<file path="config.mk">
export PLATFORM = sky130hd
export DESIGN_NAME = class_sum_argmax
export DESIGN_NICKNAME = d
export VERILOG_FILES = /design/src/rtl/class_sum_argmax.sv
export SDC_FILE = /design/constraint.sdc
export NUM_CORES = 1
export LEC_CHECK = 0
export CORE_ASPECT_RATIO = 1.5
export CORE_MARGIN = 5
export CORE_UTILIZATION = 56
export DETAILED_ROUTE_END_ITERATION = 16
export GPL_ROUTABILITY_DRIVEN = 0
export GPL_TIMING_DRIVEN = 0
export PLACE_DENSITY = 0.87
export SETUP_SLACK_MARGIN = 0.1
export SLEW_MARGIN = 20
export SYNTH_ARGS = -nofsm -noshare
export SYNTH_HDL_FRONTEND = slang
export SYNTH_SLANG_ARGS = --single-unit
</file>
<file path="constraint.sdc">
create_clock -name clk -period 8.38 [get_ports clk]
set_clock_uncertainty 0.1 [all_clocks]
set_input_delay 2.514 -clock clk [delete_from_list [all_inputs] [get_ports clk]]
set_output_delay 2.514 -clock clk [all_outputs]
set_load 0.02 [all_outputs]
</file>
<file path="src/rtl/class_sum_argmax.sv">
// Snapshots the adder's per-class sums on a rising edge of sums_valid, then
// scans them one compare per cycle and reports the arg-max with a valid pulse.
module class_sum_argmax #(
  parameter int CLASS_NUM = 10,
  parameter int SUM_W     = 14,
  parameter int IDX_W     = (CLASS_NUM > 1) ? $clog2(CLASS_NUM) : 1
) (
  input  logic                    clk,
  input  logic                    rst,
  input  logic signed [SUM_W-1:0] class_sums [CLASS_NUM],
  input  logic                    sums_valid,
  output logic [IDX_W-1:0]        pred_class,
  output logic signed [SUM_W-1:0] pred_max,
  output logic                    pred_valid,
  output logic                    busy,
  output logic                    overrun
);

  // Handshake: sums_valid is a level with no ready. Only its rising edge
  // matters; it is captured when IDLE and flagged as overrun otherwise.
  typedef enum logic [1:0] {
    S_IDLE = 2'd0,
    S_SCAN = 2'd1,
    S_DONE = 2'd2
  } state_t;

  state_t                  r_state;
  state_t                  w_next_state;
  logic                    r_prev_valid;
  logic signed [SUM_W-1:0] r_snap [CLASS_NUM];
  logic [IDX_W-1:0]        r_cnt;
  logic [IDX_W-1:0]        r_best_idx;
  logic signed [SUM_W-1:0] r_best_val;
  logic [IDX_W-1:0]        r_pred_class;
  logic signed [SUM_W-1:0] r_pred_max;
  logic                    r_pred_valid;
  logic                    r_overrun;
  logic                    w_rise;
  logic                    w_last;
  logic                    w_busy;

  always_ff @(posedge clk) begin
    if (rst) r_state <= S_IDLE;
    else     r_state <= w_next_state;
  end

  always_comb begin
    w_next_state = r_state;
    case (r_state)
      S_IDLE:  if (w_rise) w_next_state = (CLASS_NUM > 1) ? S_SCAN : S_DONE;
      S_SCAN:  if (w_last) w_next_state = S_DONE;
      S_DONE:  w_next_state = S_IDLE;
      default: w_next_state = S_IDLE;
    endcase
  end

  always_comb begin
    w_rise = sums_valid & ~r_prev_valid;
    w_last = (r_cnt == IDX_W'(CLASS_NUM - 1));
    w_busy = (r_state != S_IDLE);
  end

  always_ff @(posedge clk) begin
    if (rst) begin
      r_prev_valid <= 1'b0;
      for (int i = 0; i < CLASS_NUM; i++) r_snap[i] <= '0;
      r_cnt        <= '0;
      r_best_idx   <= '0;
      r_best_val   <= '0;
      r_pred_class <= '0;
      r_pred_max   <= '0;
      r_pred_valid <= 1'b0;
      r_overrun    <= 1'b0;
    end else begin
      r_prev_valid <= sums_valid;
      r_pred_valid <= 1'b0;
      if (w_rise && w_busy) r_overrun <= 1'b1;
      case (r_state)
        S_IDLE: begin
          if (w_rise) begin
            r_snap     <= class_sums;
            r_best_idx <= '0;
            r_best_val <= class_sums[0];
            r_cnt      <= IDX_W'(1);
          end
        end
        S_SCAN: begin
          // Strict compare keeps the lowest index on ties.
          if (r_snap[r_cnt] > r_best_val) begin
            r_best_idx <= r_cnt;
            r_best_val <= r_snap[r_cnt];
          end
          if (!w_last) r_cnt <= r_cnt + IDX_W'(1);
        end
        S_DONE: begin
          r_pred_class <= r_best_idx;
          r_pred_max   <= r_best_val;
          r_pred_valid <= 1'b1;
        end
        default: ;
      endcase
    end
  end

  assign pred_class = r_pred_class;
  assign pred_max   = r_pred_max;
  assign pred_valid = r_pred_valid;
  assign busy       = w_busy;
  assign overrun    = r_overrun;

endmodule

</file>
==> results.sh <==
export IMPL_clk_insertion_delay_late_ps=440
export IMPL_drtAntennaViolNets=0
export IMPL_dieArea_um2=17200
export IMPL_grt_start_max_net_pins=18
export IMPL_avgSynthCellArea_um2=8.35
export IMPL_p_leak_nw=4.04
export IMPL_synth_cell_type_count=41
export IMPL_hold_ws_ps=352
export IMPL_period_minus_slack_ps=4480
export IMPL_min_path_type="register to register"
export IMPL_grt_overflow_total=0
export IMPL_syn2layout_area_growth_pct=30.0
export IMPL_yosys_area_top_type="dfxtp_1"
export IMPL_drt_pass1_iter_count=6
export IMPL_rows=54
export IMPL_r2r_start="r_cnt[0]"
export IMPL_vdd_drop_max_mv=0.117
export IMPL_path_max_fanout=10
export IMPL_timing_final_crit_share=0.534
export IMPL_critical_path_arrival_ps=4730
export IMPL_cts_sinks=185
export IMPL_grt_pass1_wl_um=39400
export IMPL_worstPathRequired_ps=8640
export IMPL_antenna_cells=0
export IMPL_path_class="primary input to register"
export IMPL_cts_setup_buffers=0
export IMPL_fp_dieW_um=109
export IMPL_synth_area_top_cells="dfxtp_1 45%, nand2_1 15%, a21oi_1 10%, mux4_2 7.7%, mux2_2 2.5%"
export IMPL_htree_levels=4
export IMPL_vias=7908
export IMPL_rsz0062_at_grt="no"
export IMPL_setup_violations=0
export IMPL_yosysTopAreaCellShare=0.451
export IMPL_power_mw=2.14
export IMPL_max_slew_margin=0.524
export IMPL_reg2reg_depth=14
export IMPL_pre_cts_ws_ps=3540
export IMPL_start_util=0.568
export IMPL_netlist_area_um2=8220
export IMPL_yosys_warnings=0
export IMPL_slew_violations=0
export IMPL_drt_total_wl_um=25800
export IMPL_nets=1325
export IMPL_final_layout_size_suffix_gt1_frac=0.100
export IMPL_tightest_slew_ps=714
export IMPL_grt_usage=0.300
export IMPL_dp_hpwl_um=19500
export IMPL_status="finished clean"
export IMPL_vias_per_cell=5.75
export IMPL_grt_pass1_vias=7921
export IMPL_hold_violations=0
export IMPL_syn_inst=984
export IMPL_avgRoutedWirePerCell_um=18.7
export IMPL_fin_area_um2=10700
export IMPL_drc_errors=0
export IMPL_crit_path_start="sums_valid"
export IMPL_pin_count=164
export IMPL_synth_net_count=1143
export IMPL_clk_pin_slew_ps=70
export IMPL_holdBufCountCts=0
export IMPL_synth_seq_cells=185
export IMPL_cts_tree="yes"
export IMPL_placed_cell_area_um2=10100
export IMPL_seq_area_frac_synth=0.451
export IMPL_core_um2=14500
export IMPL_portBuffers=163
export IMPL_setup_ws_ps=3900
export IMPL_worst_r2r_endpoint="r_best_val[12]"
export IMPL_cts_root_buffer="clkbuf_16"
export IMPL_antenna_found_initial=0
export IMPL_power_density_nw_per_um2=200
export IMPL_cp_start_kind="primary input"
export IMPL_ff2ff_setup_slack_ps=4380
export IMPL_fmax_ghz=0.223
export IMPL_holdPathStages=2
export IMPL_numCtsBuffers=17
export IMPL_drv_cap=0
export IMPL_first_iter_violations=574
export IMPL_crit_end="r_snap[59]"
export IMPL_clock_path_buffers=2
export IMPL_critPathCaptureType="register"
export IMPL_die_y_um=158
export IMPL_cts_resized=0
export IMPL_fin_tns_setup_ps=0
[cells by family after synthesis]
group	Yosys count	share of synthesized area
AO/OA/AOI/OAI	192	0.123
flip-flops	185	0.451
XOR/XNOR	2	0.00213
adder cells (fa/ha/maj)	16	0.0244
buffers and inverters	92	0.0531
multiplexers	73	0.140
AND/OR/NAND/NOR	424	0.207
[cells in the mapped netlist (all sizes together)]
| library cell | count |
|---|---|
| nand4 | 2 |
| and4 | 1 |
| a211oi | 1 |
| nor2b | 6 |
| inv | 16 |
| a41oi | 2 |
| or3 | 1 |
| nor3b | 1 |
| o2111ai | 1 |
| buf | 37 |
| a211o | 2 |
| o21ai | 15 |
| nand2b | 3 |
| nor3 | 17 |
| nor2 | 48 |
| a21oi | 166 |
| nand3b | 8 |
| mux2 | 27 |
| a311oi | 1 |
| and3 | 2 |
| clkbuf | 39 |
| a31oi | 2 |
| ha | 16 |
| nand3 | 2 |
| xnor2 | 2 |
| dfxtp | 185 |
| mux4 | 28 |
| mux2i | 18 |
| nand2 | 333 |
| a21o | 2 |
[state kept, by name (all words and copies together), names as in the netlist]
| signal | flops |
|---|---|
| overrun | 1 |
| pred_class | 4 |
| pred_max | 14 |
| pred_valid | 1 |
| r_best_idx | 4 |
| r_best_val | 14 |
| r_cnt | 4 |
| r_prev_valid | 1 |
| r_snap | 140 |
| r_state | 2 |
[routing by layer]
| metal | global-route usage | wire length, um |
|---|---|---|
| met1 | 0.309 | 8440 |
| met2 | 0.526 | 13100 |
| met3 | 0.0673 | 2150 |
| met4 | 0.223 | 2100 |
| met5 | 0 | 0 |
[critical path, stage by stage]
cell and delay, ps:
clkdlybuf4s50_1 460, nand3_1 440, clkbuf_1 500, buf_1 430, nand2_1 160, a21oi_1 220
[stage by stage]
step | utilization | instances
after floorplan | - | 984
after global placement | 0.698 | 1343
after detailed placement | 0.698 | 1343
after CTS | 0.739 | 1375
after global routing | 0.739 | 1375
final | 0.739 | 1375
[final cells by class]
cell class | instances | area, um^2
Multi-Input combinational cell | 707 | 4080
Buffer | 76 | 377
Tap cell | 196 | 245
Timing Repair Buffer | 163 | 1630
Clock inverter | 13 | 134
Inverter | 16 | 60.1
Fill cell | 1046 | 3780
Clock buffer | 19 | 453
Sequential cell | 185 | 3700
[how the worst min path moves through the flow]
stage	slack, ps	endpoint	start
2_1_floorplan	330	pred_max[10]	r_best_val[10]
3_3_place_gp	340	pred_max[7]	r_best_val[7]
3_5_place_dp	340	r_snap[87]	r_snap[87]
4_1_cts	350	r_snap[87]	r_snap[87]
5_1_grt	370	pred_max[12]	r_best_val[12]
6_report	350	pred_max[12]	pred_max[12]
[report_power, final]
part / internal (mW) / switching (mW)
logic: 0.176 / 0.198
registers: 0.930 / 0.0303
clock network: 0.435 / 0.366
total: 1.54 / 0.595
[layout by cell type, fill, tap and decap left out, drive strengths merged, types with 18 or more instances in the layout]
cell / count
nand2: 333
inv: 23
buf: 37
a21oi: 166
clkbuf: 58
mux4: 28
nor2: 48
mux2i: 18
dfxtp: 185
clkdlybuf4s50: 163
mux2: 27
(Power assumes the default switching activity.)
